File: config.mk
export PLATFORM = sky130hd
export DESIGN_NAME = relm_code_loader
export DESIGN_NICKNAME = d
export VERILOG_FILES = /design/src/rtl/relm_code_loader.sv
export SDC_FILE = /design/constraint.sdc
export NUM_CORES = 1
export LEC_CHECK = 0
export BUFFER_PORTS_ARGS = -buffer_cell sky130_fd_sc_hd__buf_2
export CORE_UTILIZATION = 35
export CTS_BUF_LIST = sky130_fd_sc_hd__clkbuf_8 sky130_fd_sc_hd__clkbuf_16
export DETAILED_ROUTE_END_ITERATION = 16
export GPL_ROUTABILITY_DRIVEN = 0
export HOLD_SLACK_MARGIN = 0.1
export SLEW_MARGIN = 20
export SYNTH_ARGS = -nofsm -noshare
export SYNTH_HDL_FRONTEND = slang
export SYNTH_SLANG_ARGS = --single-unit
File: constraint.sdc
create_clock -name clk -period 2.6 [get_ports clk]
set_clock_uncertainty 0.05 [all_clocks]
set_input_delay 0.52 -clock clk [delete_from_list [all_inputs] [get_ports clk]]
set_output_delay 0.52 -clock clk [all_outputs]
set_load 0.05 [all_outputs]
File: src/rtl/relm_code_loader.sv
// relm_code_loader: fills the ring's op memories from a push-style word stream.
// A load is a header (start address, op count) followed by packed data words.
// Each data word is unpacked LSB-first into WOP-bit opcodes, written one per
// cycle to an auto-incrementing op address.
//
// Ports:
//   clk         clock
//   reset_in    synchronous active-high reset
//   push_d      [WD] = strobe, [WD-1:0] = word
//   push_retry  combinational; high = presented word not accepted
//   op_we_out   op-memory write enable (registered)
//   op_wa_out   op address, low WID bits select the PE (registered)
//   op_d_out    opcode (registered)
//   busy_out    high while the loader is away from the address state (registered)
//   done_out    one-cycle pulse at load completion (registered)
module relm_code_loader #(
    parameter int unsigned WID = 2,
    parameter int unsigned WAD = 4,
    parameter int unsigned WD  = 32,
    parameter int unsigned WOP = 5
) (
    input  logic                 clk,
    input  logic                 reset_in,
    input  logic [WD:0]          push_d,
    output logic                 push_retry,
    output logic                 op_we_out,
    output logic [WAD+WID-1:0]   op_wa_out,
    output logic [WOP-1:0]       op_d_out,
    output logic                 busy_out,
    output logic                 done_out
);

    localparam int unsigned WA = WAD + WID;
    localparam int unsigned K  = WD / WOP;
    localparam int unsigned SW = $clog2(K + 1);

    localparam logic [1:0] S_ADDR   = 2'd0;
    localparam logic [1:0] S_COUNT  = 2'd1;
    localparam logic [1:0] S_DATA   = 2'd2;
    localparam logic [1:0] S_UNPACK = 2'd3;

    logic [1:0]     state_q, state_d;
    logic [WA-1:0]  addr_q, addr_d;
    logic [WD-1:0]  rem_q, rem_d;
    logic [WD-1:0]  shift_q, shift_d;
    logic [SW-1:0]  slot_q, slot_d;
    logic           op_we_q, op_we_d;
    logic [WA-1:0]  op_wa_q, op_wa_d;
    logic [WOP-1:0] op_d_q, op_d_d;
    logic           busy_q, busy_d;
    logic           done_q, done_d;

    logic           accept;
    logic [WD-1:0]  word;

    // Producer is stalled only while a data word is being unpacked.
    assign push_retry = (state_q == S_UNPACK);
    assign accept     = push_d[WD] && !push_retry;
    assign word       = push_d[WD-1:0];

    // State register and registered outputs.
    always_ff @(posedge clk) begin
        if (reset_in) begin
            state_q <= S_ADDR;
            addr_q  <= '0;
            rem_q   <= '0;
            shift_q <= '0;
            slot_q  <= '0;
            op_we_q <= 1'b0;
            op_wa_q <= '0;
            op_d_q  <= '0;
            busy_q  <= 1'b0;
            done_q  <= 1'b0;
        end else begin
            state_q <= state_d;
            addr_q  <= addr_d;
            rem_q   <= rem_d;
            shift_q <= shift_d;
            slot_q  <= slot_d;
            op_we_q <= op_we_d;
            op_wa_q <= op_wa_d;
            op_d_q  <= op_d_d;
            busy_q  <= busy_d;
            done_q  <= done_d;
        end
    end

    // Next-state and output logic.
    always_comb begin
        state_d = state_q;
        addr_d  = addr_q;
        rem_d   = rem_q;
        shift_d = shift_q;
        slot_d  = slot_q;
        op_we_d = 1'b0;
        op_wa_d = op_wa_q;
        op_d_d  = op_d_q;
        done_d  = 1'b0;
        // Busy reflects the state of the current cycle, so it drops one
        // cycle after the done pulse.
        busy_d  = (state_q != S_ADDR);

        case (state_q)
            S_ADDR: begin
                if (accept) begin
                    addr_d  = word[WA-1:0];
                    state_d = S_COUNT;
                end
            end
            S_COUNT: begin
                if (accept) begin
                    rem_d = word;
                    if (word == '0) begin
                        state_d = S_ADDR;
                        done_d  = 1'b1;
                    end else begin
                        state_d = S_DATA;
                    end
                end
            end
            S_DATA: begin
                if (accept) begin
                    shift_d = word;
                    slot_d  = '0;
                    state_d = S_UNPACK;
                end
            end
            S_UNPACK: begin
                op_we_d = 1'b1;
                op_wa_d = addr_q;
                op_d_d  = shift_q[WOP-1:0];
                shift_d = shift_q >> WOP;
                addr_d  = addr_q + WA'(1);
                rem_d   = rem_q - WD'(1);
                slot_d  = slot_q + SW'(1);
                // Unused slots of the final word are simply dropped.
                if (rem_q == WD'(1)) begin
                    state_d = S_ADDR;
                    done_d  = 1'b1;
                end else if (slot_q == SW'(K - 1)) begin
                    state_d = S_DATA;
                end
            end
            default: state_d = S_ADDR;
        endcase
    end

    assign op_we_out = op_we_q;
    assign op_wa_out = op_wa_q;
    assign op_d_out  = op_d_q;
    assign busy_out  = busy_q;
    assign done_out  = done_q;

endmodule

==> results of run 1 <==
[how the worst max path moves through the flow]
stage	startpoint	to	slack, ps	depth (start not counted)
finish	state_q[1]	push_retry	310	3
global route	state_q[1]	push_retry	240	3
CTS	state_q[1]	push_retry	330	3
detailed placement	rem_q[5]	rem_q[26]	450	5
global placement	rem_q[5]	rem_q[26]	510	5
floorplan	state_q[1]	push_retry	400	5
[synthesized netlist by cell type (all sizes together) (13+ instances only)]
library cell  count  area share, %
nand2           104            8.8
dfxtp            89             40
nor2             63            5.4
a21oi            42            4.7
clkbuf           32            2.7
a311oi           27            5.3
o21ai            26            2.9
nand3            22            2.5
nor4             18            3.2
a31oi            15            2.1
inv              13            1.1
nor3             13            1.5
[metal layers]
layer	vias to the layer above	part of all wire [%]	global-route usage, %
li1	2217	-	-
met1	2196	46	31.8
met2	210	44	34.9
met3	27	8.0	5.38
met4	0	2.4	8.23
met5	-	0	0
[state kept, by name, summed over array words and instances (netlist names)]
signal	cells
shift_q	32
op_wa_out	6
done_out	1
op_we_out	1
addr_q	6
state_q	2
busy_out	1
rem_q	32
slot_q	3
op_d_out	5
[critical path: stages, from the launching register on]
cell and delay [ps]:
dfxtp_1 530, nand2_2 100, inv_2 360, buf_2 350
[layout make-up]
type	count	area, sq um	share of cell area (%)
clock inverter	7	98.8	1.89
tap	168	210	4.01
sequential	89	1780	34.0
multi-input combinational	438	2480	47.4
clock buffer	9	225	4.30
timing repair buffer	67	393	7.50
inverter	13	48.8	0.931
[per-stage QoR]
stage / total power [mW] / hold WS [ps] / instance area [sq um] / instances
finish: 3.56 / 401 / 5240 / 791
global route: 3.70 / 415 / 5240 / 791
CTS: 3.56 / 396 / 5240 / 791
detailed placement: 2.13 / 393 / 4920 / 775
global placement: 2.12 / 390 / 4920 / 775
floorplan: 1.92 / 382 / 4450 / 581
[power groups by stage]
stage                     registers (mW)  logic (mW)  clock network [mW]
final                               1.50       0.617                1.44
after floorplan                     1.51       0.405                   0
after global routing                1.51       0.675                1.52
after detailed placement            1.53       0.603                   0
after global placement              1.52       0.595                   0
after CTS                           1.49       0.606                1.46
[cells by family after synthesis]
kind of cell	Yosys count	share of synthesized area, %
compound gates	170	25.6
xor+xnor	7	1.38
fa+ha+maj	5	1.40
buf+inv	54	4.58
flops	89	40.0
simple gates	256	27.1
==> impl_metrics.yaml, run 1 <==
floorplanning:
  initial_standard_cell_utilization_of_the_core_pct: 36.5
  ios: 50
  row_count: 40
  horizontal_die_dimension_um: 115
  floorplan.die.height_um: 115
  die_area_sq_um: 13200
  placeable_core_region_sq_um: 12200
pwr:
  switchingPower_mw: 1.06
  p_comb_share_pct: 17.3
  switching_share_pct: 29.8
  power_frac_seq_pct: 42.1
  internal_power_mw: 2.50
  power.density_cell_area_nw_per_um2: 679
  leakage_power_of_the_design_nw: 1.87
  ir_drop_v: 0.000302
  power_frac_clock_pct: 40.6
yosys:
  synth.yosys.seq_area_share_pct: 40.0
  synth_cell_type_count: 55
  synth_ff_type: "dfxtp_1"
  post_synthesis_cell_area_sq_um: 4450
  yosysWarningCount: 0
  synth-async-reset-ratio_pct: 0
  synth-seq-cells: 89
  synth-edff-count: 0
  synth_cells: 581
  synth_area_per_cell_sq_um: 7.67
  syn_nets: 621
final_layout:
  layout.nets: 658
  drive_above_1_share_pct: 15.6
  nFillCells: 1256
  flow.area_growth_from_synthesis_pct: 17.6
  mostFrequentLayoutCell: "nand2_1"
  postLayoutCoreUtil_pct: 42.9
  mostFrequentLayoutCells: "nand2_1 (103), dfxtp_1 (89), nor2_1 (62)"
  insertedDiodeCount: 0
detailed_routing:
  detailed_route_wl_um: 14400
  ant_nets: 0
  drtIter0Drc: 496
  post_drt_via_cell_ratio: 5.88
  drcViolationCount: 0
  detail_route.wl_per_cell_um: 18.2
  via_count: 4650
  firstDrtPassIters: 6
hold_path:
  min_to: "op_wa_out[4]"
  timing.hold.worst.start: "op_wa_out[4]"
  worst_hold_path_stage_count: 2
  hold_path_class: "register to register"
worst_setup_path:
  critical_path_peak_fanout: 23
  worstSetupPathType: "register to output port"
  worst_setup_path_start_kind: "register"
  reg2reg_slack_ps: 410
  crit_arrival_ps: 1720
  crit-reg2reg-capture: "rem_q[26]"
  endpoint_kind: "output port"
  worst_ep_required_time_ps: 2030
  worst_r2r_startpoint: "rem_q[5]"
  worst_r2r_path_depth: 5
global_routing:
  first_global_vias: 4163
  antenna_found_initial: 0
  track_usage_pct: 23.0
  grt.overflow.total: 0
  grt_pass1_wl_um: 22900
  grt_start_max_net_pins: 61
clocking:
  number_of_buffers_added_by_the_clock_tree_synthesis_step: 9
  cts.reportedPaths.clkPinSlew_ps: 70
  cts_resized: 0
  clock_tree.buffer_depth: 2
  cts-hold-fix-buffers: 0
  insertion_delay_ps: 360
  post_cts_buffers: 0
  clk_root_buffer_cell: "clkbuf_16"
  clock_sink_count: 89
  htree_num_levels: 3
  cts_tree: "done"
timing:
  max_slew_margin_pct: 56.1
  max_freq_ghz: 0.438
  slew_violations: 0
  grt_setup_unrepaired: "no"
  setup_tns_ps: 0
  hold_violations: 0
  max_slew.worst_pin.slew_ps: 658
  final.period_utilization_pct: 87.9
  layout_min_cycle_time_ps: 2290
  finalSetupViolations: 0
  postLayoutSetupSlackWorst_ps: 315
placed_design:
  placement.io_buffers: 49
  detailedPlacementHpwl_um: 9960
  dp_slack_ps: 447
run_status:
  status: "complete, no violations"
flow_run:
  drv.max_cap_violation_count: 0
Power figures use the tool's default switching activity.
==> run 2: changes to the inputs <==
--- a/config.mk
+++ b/config.mk
@@ -11,6 +11,8 @@
 export DETAILED_ROUTE_END_ITERATION = 16
 export GPL_ROUTABILITY_DRIVEN = 0
 export HOLD_SLACK_MARGIN = 0.1
+export PLACE_DENSITY = 0.55
+export SETUP_SLACK_MARGIN = 0.15
 export SLEW_MARGIN = 20
 export SYNTH_ARGS = -nofsm -noshare
 export SYNTH_HDL_FRONTEND = slang
==> impl_metrics.yaml, run 2 (same netlist as run 1, synthesis figures left out) <==
placed_design:
  dpl_cell_area_sq_um: 4930
  placement.io_buffers: 49
  detailedPlacementHpwl_um: 10300
  dp_cells: 777
pwr:
  power.density_cell_area_nw_per_um2: 664
  power.total_mw: 3.49
  ir_drop_v: 0.000353
  leakage_power_of_the_design_nw: 1.87
  switching_share_pct: 29.6
  power_frac_clock_pct: 39.3
  internal_power_mw: 2.45
  power_frac_seq_pct: 42.9
  p_comb_share_pct: 17.7
  switchingPower_mw: 1.03
final_layout:
  layout.nets: 660
  postLayoutCellArea_sq_um: 5250
  drive_above_1_share_pct: 15.8
  insertedDiodeCount: 0
  flow.area_growth_from_synthesis_pct: 17.8
  reg_top3: "rem_q x32, shift_q x32"
  layoutNonFillerInstCount: 793
  mostFrequentLayoutCells: "nand2_1 (103), dfxtp_1 (89), nor2_1 (62)"
  mostFrequentLayoutCell: "nand2_1"
  postLayoutCoreUtil_pct: 43.0
detailed_routing:
  detailed_route_wl_um: 14700
  drcViolationCount: 0
  via_count: 4587
  detail_route.wl_per_cell_um: 18.6
  ant_nets: 0
  post_drt_via_cell_ratio: 5.78
  firstDrtPassIters: 5
  drtIter0Drc: 463
timing:
  max_freq_ghz: 0.450
  slew_violations: 0
  max_slew.worst_pin.slew_ps: 668
  max_slew_margin_pct: 55.4
  hold_violations: 0
  finalSetupViolations: 0
  grt_setup_unrepaired: "no"
  setup_tns_ps: 0
  layout_min_cycle_time_ps: 2220
  final.period_utilization_pct: 85.4
clocking:
  insertion_delay_ps: 340
  clk_root_buffer_cell: "clkbuf_16"
  htree_num_levels: 3
  cts_resized: 0
  clock_tree.buffer_depth: 2
  post_cts_buffers: 0
  cts-hold-fix-buffers: 0
  number_of_buffers_added_by_the_clock_tree_synthesis_step: 9
  cts_tree: "done"
  clock_sink_count: 89
  cts.reportedPaths.clkPinSlew_ps: 70
worst_setup_path:
  worst_setup_path_start_kind: "register"
  critical_path_peak_fanout: 27
  crit_arrival_ps: 1650
  endpoint_kind: "output port"
  worstSetupPathType: "register to output port"
  worst_ep_required_time_ps: 2030
run_status:
  status: "complete, no violations"
floorplanning:
  ios: 50
  die_area_sq_um: 13200
  row_count: 40
  floorplan.die.height_um: 115
  placeable_core_region_sq_um: 12200
  horizontal_die_dimension_um: 115
  initial_standard_cell_utilization_of_the_core_pct: 36.5
global_routing:
  antenna_found_initial: 0
  grt_pass1_wl_um: 23600
  first_global_vias: 4266
  track_usage_pct: 23.5
  grt_start_max_net_pins: 54
  grt.overflow.total: 0
hold_path:
  hold_path_class: "register to register"
flow_run:
  drv.max_cap_violation_count: 0
run 2: cell types whose count changed in the layout (fill, tap and decap cells not counted):
cell        delta
clkinv_2       -1
clkinv_4       +1
buf_4          +2
clkinvlp_4     +1
inv_6          -2
bufinv_16      -1
clkbuf_8       +2
run 2: final timing paths:
| check | from | slack [ps] | depth (start not counted) | end |
|---|---|---|---|---|
| worst max-delay path | state_q[1] | 380 | 4 | push_retry |
| worst min-delay path | op_wa_out[5] | 400 | 2 | op_wa_out[5] |
| worst max register to register | rem_q[12] | 390 | 5 | rem_q[26] |
| worst min register to register | op_wa_out[5] | 400 | 2 | op_wa_out[5] |
run 2: cell type report:
type	instances	area, sq um
Fill cell	1278	6970
Multi-Input combinational cell	438	2480
Sequential cell	89	1780
Timing Repair Buffer	69	408
Clock buffer	11	253
Tap cell	168	210
Clock inverter	5	62.6
Inverter	13	48.8
run 2: critical path, stage by stage (launching register included):
cell     delay [ps]
dfxtp_1         330
buf_4           310
nand2_2         120
inv_2           230
buf_2           320
run 2: power groups by stage:
stage                     combinational [mW]  sequential, mW  clock [mW]
after floorplan                        0.405            1.51           0
after global placement                 0.602            1.52           0
after detailed placement               0.611            1.52           0
after CTS                              0.615            1.49        1.39
after global routing                   0.677            1.50        1.45
final                                  0.618            1.50        1.37
run 2: metal layers:
metal / track usage (%) / wire length [um]
met5: 0 / 0
met4: 7.10 / 292
met3: 5.48 / 949
met2: 36.4 / 6580
met1: 32.3 / 6890
run 2: metrics by stage:
step	setup WS [ps]	hold WS, ps
floorplan	398	382
detailed placement	415	393
finish	379	401
global route	260	430
global placement	422	390
CTS	378	403
==> run 3: changes to the inputs <==
--- a/config.mk
+++ b/config.mk
@@ -5,13 +5,13 @@
 export SDC_FILE = /design/constraint.sdc
 export NUM_CORES = 1
 export LEC_CHECK = 0
-export BUFFER_PORTS_ARGS = -buffer_cell sky130_fd_sc_hd__buf_2
 export CORE_UTILIZATION = 35
 export CTS_BUF_LIST = sky130_fd_sc_hd__clkbuf_8 sky130_fd_sc_hd__clkbuf_16
 export DETAILED_ROUTE_END_ITERATION = 16
+export DONT_BUFFER_PORTS = 1
 export GPL_ROUTABILITY_DRIVEN = 0
 export HOLD_SLACK_MARGIN = 0.1
-export PLACE_DENSITY = 0.55
+export PLACE_DENSITY = 0.52
 export SETUP_SLACK_MARGIN = 0.15
 export SLEW_MARGIN = 20
 export SYNTH_ARGS = -nofsm -noshare
==> impl_metrics.yaml, run 3 (same netlist as run 1, synthesis figures left out) <==
timing:
  hold_violations: 0
  max_slew_margin_pct: 61.9
  layout_min_cycle_time_ps: 2190
  finalSetupViolations: 0
  postLayoutSetupSlackWorst_ps: 412
  max_freq_ghz: 0.457
  grt_setup_unrepaired: "no"
  max_slew.worst_pin.slew_ps: 570
  setup_tns_ps: 0
  slew_violations: 0
  final.period_utilization_pct: 84.1
  hold-worst-slack_ps: 177
floorplanning:
  initial_standard_cell_utilization_of_the_core_pct: 36.5
  ios: 50
  row_count: 40
  horizontal_die_dimension_um: 115
  floorplan.die.height_um: 115
  placeable_core_region_sq_um: 12200
  die_area_sq_um: 13200
clocking:
  cts_tree: "done"
  clock_sink_count: 89
  htree_num_levels: 3
  clk_root_buffer_cell: "clkbuf_16"
  insertion_delay_ps: 350
  cts_resized: 0
  number_of_buffers_added_by_the_clock_tree_synthesis_step: 9
  post_cts_buffers: 0
  cts-hold-fix-buffers: 0
  clock_tree.buffer_depth: 2
  cts.reportedPaths.clkPinSlew_ps: 70
global_routing:
  first_global_vias: 3910
  use_met2_pct: 33.0
  track_usage_pct: 22.7
  grt_pass1_wl_um: 22300
  grt_use_met3_pct: 7.64
  grt_start_max_net_pins: 89
  antenna_found_initial: 0
  grt.met1_usage_pct: 30.9
  gr-max-usage-layer: "met2"
  grt.overflow.total: 0
placed_design:
  dpl_cell_area_sq_um: 4680
  detailedPlacementHpwl_um: 9820
  placement.io_buffers: 0
  dp_slack_ps: 441
detailed_routing:
  detailed_route_wl_um: 14300
  via_count: 4389
  firstDrtPassIters: 5
  ant_nets: 0
  drcViolationCount: 0
  drtIter0Drc: 412
  detail_route.wl_per_cell_um: 19.3
  post_drt_via_cell_ratio: 5.93
pwr:
  leakage_power_of_the_design_nw: 1.65
  ir_drop_v: 0.000515
  power.density_cell_area_nw_per_um2: 695
worst_setup_path:
  critical_path_peak_fanout: 8
  worstSetupPathType: "register to register"
  crit_arrival_ps: 2430
  worst_ep_required_time_ps: 2840
  worst_setup_path_start_kind: "register"
  endpoint_kind: "register"
final_layout:
  flow.area_growth_from_synthesis_pct: 12.4
  layout.nets: 607
  mostFrequentLayoutCell: "nand2_1"
  reg_top3: "rem_q x32, shift_q x32"
  drive_above_1_share_pct: 8.04
  mostFrequentLayoutCells: "nand2_1 (103), dfxtp_1 (89), nor2_1 (62)"
  insertedDiodeCount: 0
  postLayoutCellArea_sq_um: 5010
run_status:
  status: "complete, no violations"
flow_run:
  drv.max_cap_violation_count: 0
hold_path:
  hold_path_class: "input pin to register"
run 3: cell types whose count changed in the layout (fill, tap and decap cells not counted), moves of 2 or more:
cell	previous run	this run
buf_4	19	13
buf_12	1	3
buf_2	49	0
clkbuf_8	2	0
run 3: final cells by class:
cell class / instances / area [sq um]
multi-input cells: 438 / 2480
flip-flops and latches: 89 / 1780
inverters: 13 / 48.8
clock buffers: 9 / 225
clock inverters: 7 / 101
repair buffers: 16 / 158
fillers: 1284 / 7200
well taps: 168 / 210
run 3: where the power goes:
part	internal, mW	switching, mW
Clock	0.853	0.598
Combinational	0.202	0.329
Sequential	1.43	0.0715
Total	2.48	0.998
run 3: layer usage:
layer  share of wire (%)  vias to the layer above  routed length, um
li1                    -                     2117                  -
met1                  45                     2053               6420
met2                  43                      188               6210
met3                 8.6                       31               1230
met4                 3.0                        0                429
met5                   0                        -                  0
run 3: critical path, cell delays in order (launching register included):
cell and delay, ps:
dfxtp_1 380, nor4_4 500, nand4_4 210, or3_1 420, or4_1 420, a31oi_1 160
run 3: worst paths after layout:
kind	end	start	slack, ps	cells after the start
max	rem_q[26]	rem_q[5]	410	5
min	op_d_out[1]	reset_in	180	1
max reg2reg	rem_q[26]	rem_q[5]	410	5
min reg2reg	op_d_out[2]	shift_q[2]	400	2
run 3: through the flow:
step | instances | total power, mW | utilization, %
after CTS | 740 | 3.50 | 41.0
after global routing | 740 | 3.63 | 41.0
after floorplan | 581 | 1.92 | -
after detailed placement | 724 | 2.05 | 38.3
after global placement | 724 | 2.05 | 38.3
final | 740 | 3.48 | 41.0
